--- src/rtl/pupil_pkg.sv ---
// Shared types and constants for the pupil locator.
// The bounding-box outputs are built only when PUPIL_BBOX_EN is defined.
package pupil_pkg;

   localparam int unsigned COORD_W = 13;
   localparam int unsigned OUT_W   = 16;

   localparam logic [COORD_W-1:0] BBOX_MIN_RST = 13'd8191;
   localparam logic [COORD_W-1:0] BBOX_MAX_RST = 13'd0;

   typedef enum logic [1:0] {
      IDLE  = 2'd0,
      DIV_X = 2'd1,
      DIV_Y = 2'd2,
      DONE  = 2'd3
   } state_t;

   // Zero-extend a pixel coordinate to the published position width.
   function automatic logic [OUT_W-1:0] zext_coord(input logic [COORD_W-1:0] c);
      return OUT_W'(c);
   endfunction

endpackage

--- src/rtl/serial_divider.sv ---
// Restoring shift-subtract divider, one quotient bit per clock.
// The start cycle performs the first step directly from the dividend/divisor
// inputs, so a division takes exactly SUM_W clocks including the start cycle.
module serial_divider import pupil_pkg::*; #(
   parameter int unsigned SUM_W = 36
) (
   input  logic                clk,
   input  logic                rst_n,
   input  logic                start,
   input  logic [SUM_W-1:0]    dividend,
   input  logic [SUM_W-1:0]    divisor,
   output logic                done,
   output logic [COORD_W-1:0]  quotient
);

   localparam int unsigned STEP_W = $clog2(SUM_W + 1);

   logic [SUM_W-1:0]  rem;
   logic [SUM_W-1:0]  quo;
   logic [SUM_W-1:0]  dvs;
   logic [STEP_W-1:0] steps;
   logic              busy;

   logic [SUM_W-1:0]  rem_in;
   logic [SUM_W-1:0]  quo_in;
   logic [SUM_W-1:0]  dvs_in;
   logic [SUM_W:0]    trial;
   logic [SUM_W-1:0]  rem_nxt;
   logic [SUM_W-1:0]  quo_nxt;

   // One restoring step; on start the operands come straight from the inputs.
   always_comb begin
      rem_in = start ? '0 : rem;
      quo_in = start ? dividend : quo;
      dvs_in = start ? divisor : dvs;
      trial  = {rem_in, quo_in[SUM_W-1]};
      if (trial >= {1'b0, dvs_in}) begin
         rem_nxt = SUM_W'(trial - {1'b0, dvs_in});
         quo_nxt = {quo_in[SUM_W-2:0], 1'b1};
      end else begin
         rem_nxt = trial[SUM_W-1:0];
         quo_nxt = {quo_in[SUM_W-2:0], 1'b0};
      end
   end

   // Iteration registers, step counter and end-of-division strobe.
   always_ff @(posedge clk) begin
      if (!rst_n) begin
         rem   <= '0;
         quo   <= '0;
         dvs   <= '0;
         steps <= '0;
         busy  <= 1'b0;
         done  <= 1'b0;
      end else begin
         done <= 1'b0;
         if (start || busy) begin
            rem <= rem_nxt;
            quo <= quo_nxt;
         end
         if (start) begin
            dvs   <= divisor;
            busy  <= 1'b1;
            steps <= STEP_W'(1);
         end else if (busy) begin
            steps <= steps + STEP_W'(1);
            if (steps == STEP_W'(SUM_W - 1)) begin
               busy <= 1'b0;
               done <= 1'b1;
            end
         end
      end
   end

   assign quotient = quo[COORD_W-1:0];

endmodule

--- src/rtl/pupil_locator.sv ---
// Streaming dark-pixel centroid finder. Accumulates dark-pixel coordinates
// over a frame and publishes the centroid after the next start-of-frame.
// Optional bounding-box outputs: define PUPIL_BBOX_EN.
module pupil_locator import pupil_pkg::*; #(
   parameter int unsigned CNT_W   = 22,
   parameter int unsigned SUM_W   = 36,
   parameter int unsigned MIN_PIX = 64
) (
   input  logic        iCLK,
   input  logic        iRST,
   input  logic        iDVAL,
   input  logic [12:0] iH_Cont,
   input  logic [12:0] iV_Cont,
   input  logic [9:0]  iGray,
   input  logic [9:0]  iThreshold,
   output logic [15:0] oPos_X,
   output logic [15:0] oPos_Y,
   output logic        oFound,
   output logic        oPos_Valid,
   output logic        oOverrun
`ifdef PUPIL_BBOX_EN
   ,
   output logic [15:0] oMinX,
   output logic [15:0] oMaxX,
   output logic [15:0] oMinY,
   output logic [15:0] oMaxY
`endif
);

   localparam int unsigned BIT_W = $clog2(SUM_W);

   logic dark;
   logic sof;

   logic [CNT_W-1:0]   cnt;
   logic [SUM_W-1:0]   sum_x;
   logic [SUM_W-1:0]   sum_y;
   logic [CNT_W-1:0]   cnt_inc;
   logic [SUM_W:0]     sum_x_add;
   logic [SUM_W:0]     sum_y_add;
   logic [SUM_W-1:0]   sum_x_sat;
   logic [SUM_W-1:0]   sum_y_sat;

   state_t             state;
   logic [BIT_W-1:0]   bit_cnt;
   logic [CNT_W-1:0]   cnt_snap;
   logic [SUM_W-1:0]   sum_x_snap;
   logic [SUM_W-1:0]   sum_y_snap;
   logic [COORD_W-1:0] quo_x;

   logic               div_start;
   logic [SUM_W-1:0]   div_dividend;
   logic [SUM_W-1:0]   div_divisor;
   logic               div_done;
   logic [COORD_W-1:0] div_quotient;

   assign dark = iDVAL && (iGray < iThreshold);
   assign sof  = iDVAL && (iH_Cont == 13'd0) && (iV_Cont == 13'd0);

   // Saturating next values for the frame accumulators.
   always_comb begin
      cnt_inc   = (&cnt) ? cnt : cnt + CNT_W'(1);
      sum_x_add = {1'b0, sum_x} + (SUM_W + 1)'(iH_Cont);
      sum_y_add = {1'b0, sum_y} + (SUM_W + 1)'(iV_Cont);
      sum_x_sat = sum_x_add[SUM_W] ? '1 : sum_x_add[SUM_W-1:0];
      sum_y_sat = sum_y_add[SUM_W] ? '1 : sum_y_add[SUM_W-1:0];
   end

   // Frame accumulators; reloaded with the SOF pixel's own contribution.
   always_ff @(posedge iCLK) begin
      if (!iRST) begin
         cnt   <= '0;
         sum_x <= '0;
         sum_y <= '0;
      end else if (sof) begin
         cnt   <= dark ? CNT_W'(1) : '0;
         sum_x <= '0;
         sum_y <= '0;
      end else if (dark) begin
         cnt   <= cnt_inc;
         sum_x <= sum_x_sat;
         sum_y <= sum_y_sat;
      end
   end

   // The single divider is started at the first cycle of each divide state.
   assign div_start    = ((state == DIV_X) || (state == DIV_Y)) && (bit_cnt == '0);
   assign div_dividend = (state == DIV_Y) ? sum_y_snap : sum_x_snap;
   assign div_divisor  = SUM_W'(cnt_snap);

   serial_divider #(
      .SUM_W (SUM_W)
   ) u_div (
      .clk      (iCLK),
      .rst_n    (iRST),
      .start    (div_start),
      .dividend (div_dividend),
      .divisor  (div_divisor),
      .done     (div_done),
      .quotient (div_quotient)
   );

`ifdef PUPIL_BBOX_EN
   logic [COORD_W-1:0] min_x, max_x, min_y, max_y;
   logic [COORD_W-1:0] min_x_snap, max_x_snap, min_y_snap, max_y_snap;

   // Per-frame dark-pixel extents; a dark SOF pixel seeds them at (0,0).
   always_ff @(posedge iCLK) begin
      if (!iRST) begin
         min_x <= BBOX_MIN_RST;
         max_x <= BBOX_MAX_RST;
         min_y <= BBOX_MIN_RST;
         max_y <= BBOX_MAX_RST;
      end else if (sof) begin
         min_x <= dark ? '0 : BBOX_MIN_RST;
         max_x <= BBOX_MAX_RST;
         min_y <= dark ? '0 : BBOX_MIN_RST;
         max_y <= BBOX_MAX_RST;
      end else if (dark) begin
         if (iH_Cont < min_x) min_x <= iH_Cont;
         if (iH_Cont > max_x) max_x <= iH_Cont;
         if (iV_Cont < min_y) min_y <= iV_Cont;
         if (iV_Cont > max_y) max_y <= iV_Cont;
      end
   end
`endif

   // Control FSM: snapshot at SOF, divide X then Y, publish at DONE.
   always_ff @(posedge iCLK) begin
      if (!iRST) begin
         state      <= IDLE;
         bit_cnt    <= '0;
         cnt_snap   <= '0;
         sum_x_snap <= '0;
         sum_y_snap <= '0;
         quo_x      <= '0;
         oPos_X     <= '0;
         oPos_Y     <= '0;
         oFound     <= 1'b0;
         oPos_Valid <= 1'b0;
         oOverrun   <= 1'b0;
`ifdef PUPIL_BBOX_EN
         min_x_snap <= '0;
         max_x_snap <= '0;
         min_y_snap <= '0;
         max_y_snap <= '0;
         oMinX      <= '0;
         oMaxX      <= '0;
         oMinY      <= '0;
         oMaxY      <= '0;
`endif
      end else begin
         oPos_Valid <= 1'b0;
         oOverrun   <= sof && (state != IDLE);
         case (state)
            IDLE: begin
               if (sof) begin
                  cnt_snap   <= cnt;
                  sum_x_snap <= sum_x;
                  sum_y_snap <= sum_y;
`ifdef PUPIL_BBOX_EN
                  min_x_snap <= min_x;
                  max_x_snap <= max_x;
                  min_y_snap <= min_y;
                  max_y_snap <= max_y;
`endif
                  bit_cnt    <= '0;
                  state      <= DIV_X;
               end
            end
            DIV_X: begin
               if (bit_cnt == BIT_W'(SUM_W - 1)) begin
                  bit_cnt <= '0;
                  state   <= DIV_Y;
               end else begin
                  bit_cnt <= bit_cnt + BIT_W'(1);
               end
            end
            DIV_Y: begin
               if (div_done) quo_x <= div_quotient;
               if (bit_cnt == BIT_W'(SUM_W - 1)) begin
                  bit_cnt <= '0;
                  state   <= DONE;
               end else begin
                  bit_cnt <= bit_cnt + BIT_W'(1);
               end
            end
            DONE: begin
               oPos_Valid <= 1'b1;
               if (cnt_snap >= CNT_W'(MIN_PIX)) begin
                  oPos_X <= zext_coord(quo_x);
                  oPos_Y <= zext_coord(div_quotient);
                  oFound <= 1'b1;
`ifdef PUPIL_BBOX_EN
                  oMinX  <= zext_coord(min_x_snap);
                  oMaxX  <= zext_coord(max_x_snap);
                  oMinY  <= zext_coord(min_y_snap);
                  oMaxY  <= zext_coord(max_y_snap);
`endif
               end else begin
                  oFound <= 1'b0;
               end
               state <= IDLE;
            end
            default: state <= IDLE;
         endcase
      end
   end

endmodule
--- config.mk ---
export PLATFORM = sky130hd
export DESIGN_NAME = pupil_locator
export DESIGN_NICKNAME = d
export VERILOG_FILES = /design/src/rtl/pupil_pkg.sv /design/src/rtl/serial_divider.sv /design/src/rtl/pupil_locator.sv
export SDC_FILE = /design/constraint.sdc
export NUM_CORES = 1
export LEC_CHECK = 0
export BUFFER_PORTS_ARGS = -buffer_cell sky130_fd_sc_hd__clkbuf_2
export CORE_MARGIN = 10
export CORE_UTILIZATION = 64
export CTS_CLUSTER_DIAMETER = 200
export DETAILED_ROUTE_END_ITERATION = 8
export GPL_TIMING_DRIVEN = 0
export MAX_ROUTING_LAYER = met4
export PLACE_DENSITY = 0.83
export SYNTH_ARGS = -nofsm -noshare
export SYNTH_HDL_FRONTEND = slang
export SYNTH_SLANG_ARGS = --single-unit
--- constraint.sdc ---
create_clock -name iCLK -period 11.05 [get_ports iCLK]
set_input_delay 2.21 -clock iCLK [delete_from_list [all_inputs] [get_ports iCLK]]
set_output_delay 2.21 -clock iCLK [all_outputs]
set_load 0.005 [all_outputs]
## Word-level counts from Yosys, hierarchy flattened

Index checks and enable logic that the tools add are counted.

| word-level totals | value |
|---|---|
| output and inout bits | 35 |
| register bits | 354 |

| operators by class | value |
|---|---|
| multiplexer cells | 27 |
| $add $sub $neg | 6 |
| bitwise logic cells | 2 |
| equality and inequality tests | 9 |
| reductions and logical operators | 26 |
| magnitude comparators | 3 |

Operators by type and width:

| operator | count |
|---|---|
| $mux 36 | 7 |
| $add 36x13->37 | 2 |
| $mux 22 | 3 |
| $ge 37x36->1 | 1 |
| $sub 36x36->36 | 1 |
| $logic_not 13->1 | 2 |
| $add 22x1->22 const B | 1 |
| $ge 22x7->1 const B | 1 |
| $reduce_and 22->1 | 1 |
| $add 6x1->6 const B | 2 |
| $eq 6x6->1 const B | 2 |
| $mux 6 | 2 |
| $pmux 6 s2 | 1 |
| $lt 10x10->1 | 1 |
| $mux 1 | 10 |
| $reduce_and 2->1 | 5 |
| $pmux 2 s4 | 1 |
| $reduce_bool 2->1 | 4 |
| $logic_not 6->1 | 1 |
| $mux 2 | 3 |
| $reduce_or 2->1 | 3 |
| $logic_and 1x1->1 | 5 |
| $eq 2x2->1 const B | 2 |
| $ne 2x1->1 const B | 2 |
| 7 further kinds | 10 |

## Depth between registers and ports, before layout

Gate-level depths: netlist of run 1.

| depth | value |
|---|---|
| depth after elaboration | 6 |
| gate-level depth with buffers | 20 |
| depth with buffers taken out | 18 |

## Cells and area by module

A second synthesis of run 1 with hierarchy kept.

| second synthesis, totals | value |
|---|---|
| cells, all modules | 2,274 |
| area, all modules | 18,896.9 µm² |

By module, submodules not included:

| module | area each (µm²) | cells each | instances | seq. area each (µm²) |
|---|---|---|---|---|
| pupil_locator | 11,673.7 | 1,399 | 1 | 4,764.6 |
| serial_divider | 7,223.2 | 875 | 1 | 2,322.2 |

## Worst setup path before layout of run 1

Ideal clock, no wire load.

| path | value |
|---|---|
| path kind | input port to flip-flop |
| from | input iH_Cont[0] |
| to | register sum_x[28] |
| setup time | 0.091 ns |
| arrival time | 4.624 ns |
| stages on the path | 13 |
| path buffers | 1 |
| setup slack | 6.335 ns |
| required time | 10.959 ns |
| path through | ha_1 > inv_1 > fa_1 > nor2b_1 > o21a_1 > o21ai_0 > a221oi_1 > o31ai_1 > a21oi_1 > and3_1 > clkbuf_1 > a31oi_1 > a311oi_1 |

| between the ends | value |
|---|---|
| cells in the longest elaborated chain, start to end | 4 |
| elaborated cells on any way between the ends | 6 |
| classes of those cells | add/sub: 1; mux: 1; reduce/logical: 4 |

RTL lines:

| what | RTL line | text |
|---|---|---|
| start, declared | pupil_locator.sv:12 | `input logic [12:0] iH_Cont,` |
| parallel branches: the longest is 4 deep, another holds $add 36x13->37 | n/a |  |
| end signal, assigned | pupil_locator.sv:81 | `sum_x <= sum_x_sat;` |
| end, declared | pupil_locator.sv:36 | `logic [SUM_W-1:0] sum_x;` |

Several ways; the timed one is not identified.
A chain may end at the register's enable or synchronous reset.

## Worst setup path after layout of run 1

| path | value |
|---|---|
| from | register state[0] |
| to | register u_div.rem[8] |

| between the ends | value |
|---|---|
| cells in the longest elaborated chain, start to end | 6 |
| elaborated cells on any way between the ends | 12 |
| classes of those cells | add/sub: 1; order compare: 1; eq/ne: 2; mux: 5; reduce/logical: 3 |

RTL lines:

| what | RTL line | text |
|---|---|---|
| start, declared | pupil_locator.sv:44 | `state_t state;` |
| start signal, assigned | pupil_locator.sv:131 | `state <= IDLE;` |
| start signal, assigned | pupil_locator.sv:168 | `state <= DIV_X;` |
| start signal, assigned | pupil_locator.sv:174 | `state <= DIV_Y;` |
| $eq 2x1->1 / $eq 2x2->1 (equally long branches) | pupil_locator.sv:87, pupil_locator.sv:88 |  |
| $logic_or 1x1->1 | pupil_locator.sv:87 | `assign div_start = ((state == DIV_X) \|\| (state == DIV_Y)) && (bit_cnt == '0);` |
| $logic_and 1x1->1 | pupil_locator.sv:87 |  |
| $mux 36 (on tied branches) | n/a |  |
| $sub 36x36->36 / $ge 37x36->1 (equally long branches) | serial_divider.sv:38, serial_divider.sv:37 |  |
| $mux 36 | serial_divider.sv:37 | `if (trial >= {1'b0, dvs_in}) begin` |
| end signal, assigned | serial_divider.sv:58 | `rem <= rem_nxt;` |
| end, declared | serial_divider.sv:18 | `logic [SUM_W-1:0] rem;` |

Parallel ways exist; a longest one is shown, timed or not.

==> flow_summary.json, run 1 <==
{
  "cp-start-kind": "register",
  "synth_compound_area_frac": 0.208,
  "area_growth_pct": 11.4,
  "hold_violations": 0,
  "multi_input_area_um2": 10300,
  "synth_enable_flop_cells": 0,
  "fin_crit_ns": 6.03,
  "core_area_um2": 27900,
  "synthMuxAreaShare": 0.0579,
  "cts_buffers": 39,
  "cts_setup_buffers": 0,
  "yosysUniqueCellTypes": 78,
  "crit_arrival_ns": 6.42,
  "grt_pass1_wl_mm": 84.2,
  "clock.fmax_ghz": 0.166,
  "drt_iter0_drc": 1579,
  "ctsResizeCount": 0,
  "grt_overflow": 0,
  "status": "finished clean",
  "grt_pass1_vias": 16200,
  "die_x_um": 188,
  "drive_gt1_frac": 0.0716,
  "dieArea_um2": 35500,
  "nets": 2454,
  "start_util": 0.652,
  "peakVddDrop_mv": 0.250,
  "clk_latency_ns": 0.53,
  "antenna_cells": 0,
  "holdBufCountCts": 0,
  "num_rows": 61,
  "crit_path_end_kind": "register",
  "netlist_area_um2": 18200,
  "antenna_left": 0,
  "dr.pass1.iters": 5,
  "clockRootBuffer": "clkbuf_16",
  "async_reset_ff_frac": 0,
  "worst_slack_ns": 5.02,
  "holdPathStages": 2,
  "synth_top_family_by_area": "compound AO/OA/AOI/OAI gates",
  "port_buffers": 76,
  "crit_path_max_fanout": 10,
  "finalSetupViolations": 0,
  "gp_congestion": 0.967,
  "drc": 0,
  "ys.flop_type": "dfxtp_1",
  "finClkSkew_ns": 0.0156,
  "grt_max_degree": 14,
  "pin_count": 84,
  "slew_violations": 0,
  "num_vias": 17000,
  "yosys.area_share.simple": 0.203,
  "fin_crit_sh": 0.546,
  "clkTransAtPathRegs_ns": 0.06,
  "clock_sinks": 354,
  "yosysWarnings": 0,
  "die_y_um": 188,
  "synthCells": 2201,
  "rr_worst_depth": 20,
  "routed_via_density": 6.25,
  "seq_area_um2": 7090,
  "route.detailed.wl_per_inst_um": 19.4,
  "ys_seq_area_frac": 0.390,
  "syn_avg_cell_area_um2": 8.25,
  "hp-class": "reg -> reg",
  "drv_cap": 0,
  "routed_wirelength_mm": 52.9,
  "slew_headroom": 0.266,
  "rsz0062_at_grt": "no",
  "clock_path_buffers": 3,
  "fillers": 2187,
  "yosys_register_bits": 354,
  "crit_type": "reg -> reg",
  "place.detailed.hpwl_mm": 39.5,
  "grtUsageTotal": 0.292,
  "antenna_found_initial": 0,
  "tightestPinTransition_ns": 1.10,
  "synthXorXnorAreaFrac": 0.0386,
  "htree_levels": 2,
  "cts_tree": "done",
  "power.leakage_nw": 7.89,
  "total_power_mw": 5.98,
  "cp_data_required_time_ns": 11.44,
  "power.density_nw_per_um2": 295,
  "setup-tns-final_ns": 0,
  "preCtsSetupSlack_ns": 5.24,
  "synthAdderAreaFrac": 0.0583
}
[worst max-delay path, cell delays in order, from the launching register on]
cell      delay (ns)
dfxtp_1         0.37
inv_1           0.11
ha_1            0.40
and3b_1         0.27
nand2_1         0.30
clkbuf_1        0.52
buf_1           0.63
mux2i_1         0.45
ha_1            0.21
clkbuf_1        0.27
and3_1          0.25
nand4_1         0.13
or2_1           0.31
a211oi_2        0.19
a211oi_2        0.11
o31a_4          0.41
o21ai_2         0.19
buf_6           0.18
buf_8           0.17
mux2i_1         0.28
a21oi_1         0.11
[sequential cells by signal, summed over array words and instances, names as in the netlist, 13 cells and up]
register    flops
cnt            22
cnt_snap       22
u_div.rem      36
oPos_Y         13
quo_x          13
u_div.dvs      36
sum_x_snap     36
sum_y          36
oPos_X         13
sum_x          36
sum_y_snap     36
u_div.quo      36
[through the flow]
| stage | instances | cell area (um^2) | utilization | hold WS [ns] |
|---|---|---|---|---|
| 2_1_floorplan | 2206 | 18200 | - | 0.432 |
| 3_3_place_gp | 2660 | 19000 | 0.683 | 0.438 |
| 3_5_place_dp | 2660 | 19000 | 0.683 | 0.442 |
| 4_1_cts | 2725 | 20200 | 0.726 | 0.450 |
| 5_1_grt | 2725 | 20200 | 0.726 | 0.464 |
| 6_report | 2725 | 20200 | 0.726 | 0.452 |
[synth_stat cells, drive strengths merged, types with 6 or more instances]
cell	n	area share
nand2	325	0.067
a41oi	8	0.0039
mux2i	104	0.057
ha	79	0.054
nor2	142	0.029
buf	24	0.0079
nand2b	7	0.0024
nor2b	46	0.016
o21bai	10	0.0041
o22ai	17	0.0059
and2	55	0.019
a211oi	76	0.032
dfxtp	354	0.39
a41o	9	0.0050
or3	6	0.0023
nor3	33	0.0097
or4	10	0.0041
o31ai	12	0.0050
inv	57	0.012
nand3	39	0.011
a31oi	20	0.0069
a21oi	254	0.070
a311oi	15	0.0072
clkbuf	118	0.024
nor4	19	0.0065
and3	40	0.014
nand4	37	0.013
a2bb2oi	9	0.0043
or2	6	0.0021
o21ai	83	0.023
o21a	13	0.0054
xor2	47	0.023
a21o	25	0.010
and4	9	0.0043
xnor2	33	0.016
[metal layers]
metal,track usage,vias to the layer above,share of wire
met1,0.370,8006,0.42
met2,0.469,767,0.47
li1,-,8099,-
met3,0.0364,148,0.074
met5,-,-,0
met4,0.110,0,0.036
[layout by cell type, fill, tap and decap left out, types with 17 or more instances in the layout]
cell type,instances
nor4_1,19
nor3_1,32
clkbuf_16,40
nor2b_1,46
inv_1,56
nand2_1,325
xor2_1,47
ha_1,79
nor2_1,142
xnor2_1,33
a211oi_1,74
o22ai_1,17
nand3_1,39
a21o_1,25
a21oi_1,254
and2_1,53
clkbuf_2,76
a31oi_1,20
clkbuf_1,127
nand4_1,37
mux2i_1,104
o21ai_0,81
and3_1,40
dfxtp_1,354
[path summary, 6_finish.rpt]
check,start,end,slack (ns)
setup reg to reg,state[0]$_SDFFE_PN0P_,u_div.rem[8]$_SDFFE_PN0P_,5.02
hold reg to reg,sum_x_snap[4]$_SDFFE_PN0P_,sum_x_snap[4]$_SDFFE_PN0P_,0.45
hold / removal,sum_x_snap[4]$_SDFFE_PN0P_,sum_x_snap[4]$_SDFFE_PN0P_,0.45
setup / recovery,state[0]$_SDFFE_PN0P_,u_div.rem[8]$_SDFFE_PN0P_,5.02
[logic make-up (layout without fill, tap and decap cells)]
group                    count (synthesis)  in the layout
AND/OR/NAND/NOR                        780            780
AO/OA/AOI/OAI                          599            599
flip-flops                             354            354
buffers and inverters                  199            340
multiplexers                           105            105
adder cells (fa/ha/maj)                 83             83
XOR/XNOR                                80             80
other                                    1              6
[layout make-up]
cell class | count | share of cell area
inverters | 57 | 0.0106
well taps | 378 | 0.0234
clock buffers | 53 | 0.0539
multi-input cells | 1653 | 0.509
flip-flops and latches | 354 | 0.350
clock inverters | 12 | 0.00526
repair buffers | 76 | 0.0188
plain buffers | 142 | 0.0289
[where the power goes]
part	total (mW)	internal, mW	switching [mW]
clock network	1.23	0.714	0.521
registers	1.51	1.41	0.102
logic	3.23	1.29	1.94
total	5.98	3.42	2.56
Note: power is estimated with default switching activity, not from simulation.
==> run 2, diff against run 1 <==
--- a/config.mk
+++ b/config.mk
@@ -7,12 +7,12 @@
 export LEC_CHECK = 0
 export BUFFER_PORTS_ARGS = -buffer_cell sky130_fd_sc_hd__clkbuf_2
 export CORE_MARGIN = 10
-export CORE_UTILIZATION = 64
+export CORE_UTILIZATION = 56
 export CTS_CLUSTER_DIAMETER = 200
 export DETAILED_ROUTE_END_ITERATION = 8
 export GPL_TIMING_DRIVEN = 0
 export MAX_ROUTING_LAYER = met4
-export PLACE_DENSITY = 0.83
+export PLACE_DENSITY = 0.77
 export SYNTH_ARGS = -nofsm -noshare
 export SYNTH_HDL_FRONTEND = slang
 export SYNTH_SLANG_ARGS = --single-unit
==> constraint.sdc (replaced) <==
create_clock -name iCLK -period 5.07 [get_ports iCLK]
set_input_delay 1.014 -clock iCLK [delete_from_list [all_inputs] [get_ports iCLK]]
set_output_delay 1.014 -clock iCLK [all_outputs]
set_load 0.005 [all_outputs]
==> run 2 against run 1 <==
Compared with the run above:
- clock skew up 0.014 ns
- setup slack worse by 4.9 ns
- highest routed layer unchanged
- global-route usage down 1.7 points
- worst hold slack about the same
- register-to-register slack worse by 4.9 ns
- fmax up 23%
- sequential power up 120%
- clock power up 130%
- sequential cell count unchanged
==> flow_summary.json, run 2 (same netlist as run 1, synthesis figures left out) <==
{
  "critPathTopFamily": "simple AND/OR/NAND/NOR gates",
  "route.detailed.wl_per_inst_um": 19.4,
  "hold-worst-slack_ns": 0.452,
  "fin_crit_sh": 0.968,
  "num_rows": 65,
  "die_x_um": 200,
  "crit_path_max_fanout": 10,
  "preCtsSetupSlack_ns": -0.944,
  "crit_path_end_kind": "register",
  "cp_num_buf_inv": 3,
  "cp_data_required_time_ns": 5.53,
  "critPathMostFrequentCell": "o211ai_1",
  "antenna_left": 0,
  "dieArea_um2": 40000,
  "clkTransAtPathRegs_ns": 0.06,
  "tightestPinTransition_ns": 1.01,
  "antenna_found_initial": 1,
  "clk_latency_ns": 0.56,
  "place.detailed.hpwl_mm": 40.4,
  "routed_via_density": 6.05,
  "min_to": "sum_x_snap[1]$_SDFFE_PN0P_",
  "nets": 2450,
  "power.density_nw_per_um2": 651,
  "finClkSkew_ns": 0.0299,
  "cts_tree": "done",
  "dr.pass1.iters": 6,
  "area_growth_pct": 13.0,
  "grtUsageTotal": 0.275,
  "routed_wirelength_mm": 53.9,
  "antenna_cells": 0,
  "clock.fmax_ghz": 0.204,
  "finalSetupViolations": 0,
  "crit_type": "reg -> reg",
  "setup-tns-final_ns": 0,
  "holdBufCountCts": 0,
  "hp-class": "reg -> reg",
  "power.leakage_nw": 7.88,
  "total_power_mw": 13.4,
  "r2r-start": "state[0]$_SDFFE_PN0P_",
  "pin_count": 84,
  "grt_pass1_wl_mm": 86.7,
  "num_vias": 16800,
  "slew_violations": 0,
  "peakVddDrop_mv": 0.404,
  "status": "finished clean",
  "place_area_um2": 19100,
  "die_y_um": 200,
  "cp-start-kind": "register",
  "path_cells": "inv_1, ha_2, and3b_2, nand2_4, buf_8, buf_2, mux2i_1, ha_1, and2_1, nand4_1, nor4_1, o211ai_1, a21boi_1, o21ai_0, a211o_1, o211ai_1",
  "port_buffers": 76,
  "critPathSlowestCell": "nor4_1",
  "drive_gt1_frac": 0.0870,
  "clock_path_buffers": 3,
  "drv_cap": 0,
  "htree_levels": 2,
  "clockRootBuffer": "clkbuf_16",
  "crit_arrival_ns": 5.37,
  "rsz0062_at_grt": "no",
  "holdPathStages": 2,
  "drt_iter0_drc": 1387,
  "slew_headroom": 0.321,
  "mostFrequentLayoutCell": "dfxtp_1",
  "rr_worst_depth": 16,
  "grt_pass1_vias": 16500,
  "start_util": 0.571,
  "drc": 0,
  "gp_congestion": 0.970,
  "final_cell_area_um2": 20500,
  "clock_sinks": 354,
  "cpPeakStageDelay_ns": 0.62,
  "grt_max_degree": 14,
  "core_area_um2": 31800,
  "reg2reg_slack_ns": 0.16,
  "layout_common_cells": "354 x dfxtp_1, 324 x nand2_1, 254 x a21oi_1",
  "fillers": 2770,
  "worst_slack_ns": 0.160,
  "cts_buffers": 39,
  "regToRegEndpoint": "u_div.rem[35]$_SDFFE_PN0P_",
  "hold_violations": 0,
  "fin_crit_ns": 4.91,
  "grt_overflow": 0,
  "hold_start": "sum_x_snap[1]$_SDFFE_PN0P_"
}
-- run 2: cell types whose count changed in the layout (fill, tap and decap cells not counted), moves of 4 or more --
cell,before,now
ha_2,0,6
ha_1,79,71
mux2i_1,104,93
mux2i_2,0,8
clkinv_2,7,3
clkbuf_1,127,115
-- run 2: repair_timing --
item                                    in CTS  in global routing
gates resized for setup                     19                 37
buffers inserted                             0                  2
pin swaps                                    1                  1
endpoints found under the setup margin      37                 37
-- run 2: worst max path at each step --
| stage | start | to | depth (start not counted) |
|---|---|---|---|
| floorplan | state[0]$_SDFFE_PN0P_ | u_div.rem[10]$_SDFFE_PN0P_ | 20 |
| global placement | state[0]$_SDFFE_PN0P_ | u_div.rem[28]$_SDFFE_PN0P_ | 17 |
| detailed placement | state[0]$_SDFFE_PN0P_ | u_div.rem[30]$_SDFFE_PN0P_ | 17 |
| CTS | state[1]$_SDFFE_PN0P_ | u_div.rem[21]$_SDFFE_PN0P_ | 19 |
| global route | state[1]$_SDFFE_PN0P_ | u_div.rem[11]$_SDFFE_PN0P_ | 19 |
| finish | state[0]$_SDFFE_PN0P_ | u_div.rem[35]$_SDFFE_PN0P_ | 16 |
-- run 2: tightest hold or removal path, stage by stage (launching register included) --
cell and delay (ns):
dfxtp_1 0.30, nand2_1 0.05, a21oi_1 0.05
-- run 2: per-stage QoR --
stage / util / cells
2_1_floorplan: - / 2206
3_3_place_gp: 0.601 / 2717
3_5_place_dp: 0.601 / 2717
4_1_cts: 0.642 / 2782
5_1_grt: 0.646 / 2779
6_report: 0.646 / 2779
-- run 2: report_power, final --
part	leakage [nW]	switching [mW]	internal (mW)
registers	2.86	0.210	3.07
clock network	0.609	1.18	1.63
logic	4.41	4.30	2.98
total	7.88	5.69	7.68
-- run 2: metal layers --
| layer | wire, um | global-route usage | vias to the layer above | part of all wire |
|---|---|---|---|---|
| li1 | - | - | 8104 | - |
| met1 | 23700 | 0.346 | 7944 | 0.44 |
| met2 | 24400 | 0.433 | 612 | 0.45 |
| met3 | 3820 | 0.0462 | 141 | 0.071 |
| met4 | 1960 | 0.110 | 0 | 0.036 |
| met5 | 0 | - | - | 0 |
-- run 2: layout make-up --
cell class,instances,area [um^2],share of cell area
flip-flops and latches,354,7090,0.345
inverters,57,214,0.0104
well taps,435,544,0.0265
repair buffers,78,395,0.0193
clock inverters,11,154,0.00750
clock buffers,55,1110,0.0539
plain buffers,136,602,0.0293
multi-input cells,1653,10400,0.508
==> run 3, diff against run 2 <==
--- a/config.mk
+++ b/config.mk
@@ -6,13 +6,16 @@
 export NUM_CORES = 1
 export LEC_CHECK = 0
 export BUFFER_PORTS_ARGS = -buffer_cell sky130_fd_sc_hd__clkbuf_2
+export CELL_PAD_IN_SITES_DETAIL_PLACEMENT = 1
+export CELL_PAD_IN_SITES_GLOBAL_PLACEMENT = 2
 export CORE_MARGIN = 10
-export CORE_UTILIZATION = 56
+export CORE_UTILIZATION = 34
 export CTS_CLUSTER_DIAMETER = 200
+export CTS_CLUSTER_SIZE = 40
 export DETAILED_ROUTE_END_ITERATION = 8
 export GPL_TIMING_DRIVEN = 0
 export MAX_ROUTING_LAYER = met4
-export PLACE_DENSITY = 0.77
+export PLACE_DENSITY_LB_ADDON = 0.1
 export SYNTH_ARGS = -nofsm -noshare
 export SYNTH_HDL_FRONTEND = slang
 export SYNTH_SLANG_ARGS = --single-unit
==> run 3 against run 2 <==
Compared with the run above:
- sequential power about the same
- cell count grew 7.3%
- wire length grew 17%
- first-iteration DRC count fell by 40%
- power down 9.1%
- critical endpoint is now u_div.rem[30]$_SDFFE_PN0P_
- highest routed layer unchanged
==> flow_summary.json, run 3 (same netlist as run 1, synthesis figures left out) <==
{
  "crit_path_max_fanout": 10,
  "place_area_um2": 19400,
  "start_util": 0.344,
  "hold_start": "sum_x_snap[1]$_SDFFE_PN0P_",
  "cp_data_required_time_ns": 5.51,
  "hp-class": "reg -> reg",
  "grt_max_degree": 41,
  "final_cell_area_um2": 19900,
  "setup-tns-final_ns": 0,
  "slew_violations": 0,
  "htree_levels": 1,
  "grt_pass1_vias": 16700,
  "finClkSkew_ns": 0.0247,
  "dieArea_um2": 63100,
  "antenna_found_initial": 1,
  "seq_area_um2": 7090,
  "finalNonFillerCells": 2981,
  "drc": 0,
  "dp.cells": 2970,
  "power.density_nw_per_um2": 610,
  "die_y_um": 251,
  "hold_violations": 0,
  "clockRootBuffer": "clkbuf_16",
  "status": "finished clean",
  "antenna_cells": 0,
  "port_buffers": 76,
  "fillers": 6426,
  "mostFrequentLayoutCell": "dfxtp_1",
  "drv_cap": 0,
  "core_area_um2": 52800,
  "clk_latency_ns": 0.54,
  "grt_overflow": 0,
  "gp_congestion": 0.875,
  "min_to": "sum_x_snap[1]$_SDFFE_PN0P_",
  "pin_count": 84,
  "grtUsageTotal": 0.201,
  "crit_arrival_ns": 5.28,
  "multi_input_area_um2": 10400,
  "tightestPinTransition_ns": 1.21,
  "worst_slack_ns": 0.224,
  "peakVddDrop_mv": 0.820,
  "drive_gt1_frac": 0.0711,
  "cts_buffers": 12,
  "clock.fmax_ghz": 0.206,
  "cp-start-kind": "register",
  "die_x_um": 251,
  "regToRegEndpoint": "u_div.rem[30]$_SDFFE_PN0P_",
  "antenna_left": 0,
  "clock_sinks": 354,
  "rsz0062_at_grt": "no",
  "slew_headroom": 0.190,
  "layout_common_cells": "353 x dfxtp_1, 324 x nand2_1, 254 x a21oi_1",
  "routed_wirelength_mm": 63.1,
  "fin_crit_ns": 4.85,
  "rr_worst_depth": 19,
  "grt_pass1_wl_mm": 98.8,
  "num_rows": 84,
  "route.detailed.wl_per_inst_um": 21.2,
  "fin_crit_sh": 0.956,
  "clkTransAtPathRegs_ns": 0.15,
  "cts_tree": "done",
  "reg2reg_slack_ns": 0.22,
  "holdPathStages": 2,
  "routed_via_density": 5.41,
  "crit_type": "reg -> reg",
  "num_vias": 16100,
  "place.detailed.hpwl_mm": 49.3,
  "r2r-start": "state[0]$_SDFFE_PN0P_",
  "clock_path_buffers": 3,
  "area_growth_pct": 9.72,
  "crit_path_end_kind": "register",
  "finalSetupViolations": 0,
  "dr.pass1.iters": 5,
  "nets": 2424,
  "preCtsSetupSlack_ns": -1.29,
  "drt_iter0_drc": 834,
  "power.leakage_nw": 7.46
}
## run 3: cell count changes in the layout (fill, tap and decap cells not counted), sizes merged
| cell | before | now |
|---|---|---|
| inv | 58 | 57 |
| clkinvlp | 2 | 0 |
| clkbuf | 238 | 199 |
| bufinv | 2 | 0 |
| clkinv | 6 | 1 |
| buf | 31 | 29 |
## run 3: worst max-delay path by stage
stage,startpoint,depth (start not counted),endpoint
after global routing,state[0]$_SDFFE_PN0P_,20,u_div.rem[9]$_SDFFE_PN0P_
after floorplan,state[0]$_SDFFE_PN0P_,20,u_div.rem[10]$_SDFFE_PN0P_
final,state[0]$_SDFFE_PN0P_,19,u_div.rem[30]$_SDFFE_PN0P_
after global placement,state[0]$_SDFFE_PN0P_,17,u_div.rem[30]$_SDFFE_PN0P_
after CTS,state[0]$_SDFFE_PN0P_,18,u_div.rem[30]$_SDFFE_PN0P_
after detailed placement,state[0]$_SDFFE_PN0P_,17,u_div.rem[30]$_SDFFE_PN0P_
## run 3: final cells by class
cell class / instances / share of cell area
Buffer: 135 / 0.0306
Clock inverter: 1 / 0.000440
Multi-Input combinational cell: 1653 / 0.522
Sequential cell: 354 / 0.356
Tap cell: 688 / 0.0432
Clock buffer: 13 / 0.0163
Timing Repair Buffer: 80 / 0.0206
Inverter: 57 / 0.0107
## run 3: routing by layer
| metal | GRT usage | share of wire | vias up |
|---|---|---|---|
| met5 | - | 0 | - |
| met3 | 0.0167 | 0.021 | 45 |
| met2 | 0.340 | 0.48 | 159 |
| met4 | 0.0294 | 0.014 | 0 |
| met1 | 0.263 | 0.49 | 7884 |
| li1 | - | - | 8025 |
## run 3: power breakdown
group	switching (mW)	internal, mW	leakage, nW
Combinational	4.45	3.04	4.43
Sequential	0.226	3.07	2.86
Clock	0.907	0.471	0.164
## run 3: timing repair
item / CTS / global route
buffers inserted: 1 / 3
resized for setup: 27 / 30
setup endpoints to repair: 37 / 37
hold buffers: 0 / 0
pin swaps: 2 / 2
## run 3: through the flow
| stage | utilization | power [mW] | hold WS [ns] |
|---|---|---|---|
| 6_report | 0.378 | 12.2 | 0.464 |
| 5_1_grt | 0.378 | 13.0 | 0.483 |
| 4_1_cts | 0.376 | 12.1 | 0.463 |
| 3_5_place_dp | 0.368 | 10.5 | 0.444 |
| 3_3_place_gp | 0.368 | 10.5 | 0.441 |
| 2_1_floorplan | - | 8.51 | 0.432 |
## run 3: critical path: stages (launching register included)
cell	delay (ns)
dfxtp_1	0.40
inv_1	0.11
ha_2	0.34
and3b_2	0.26
nand2_4	0.15
buf_8	0.18
buf_6	0.23
mux2i_2	0.36
ha_2	0.29
and3_1	0.20
nand4_1	0.15
or2_1	0.32
a211oi_2	0.20
a211oi_2	0.05
buf_4	0.17
o31a_4	0.37
o21ai_2	0.21
buf_6	0.20
nand2_1	0.17
o32ai_1	0.36
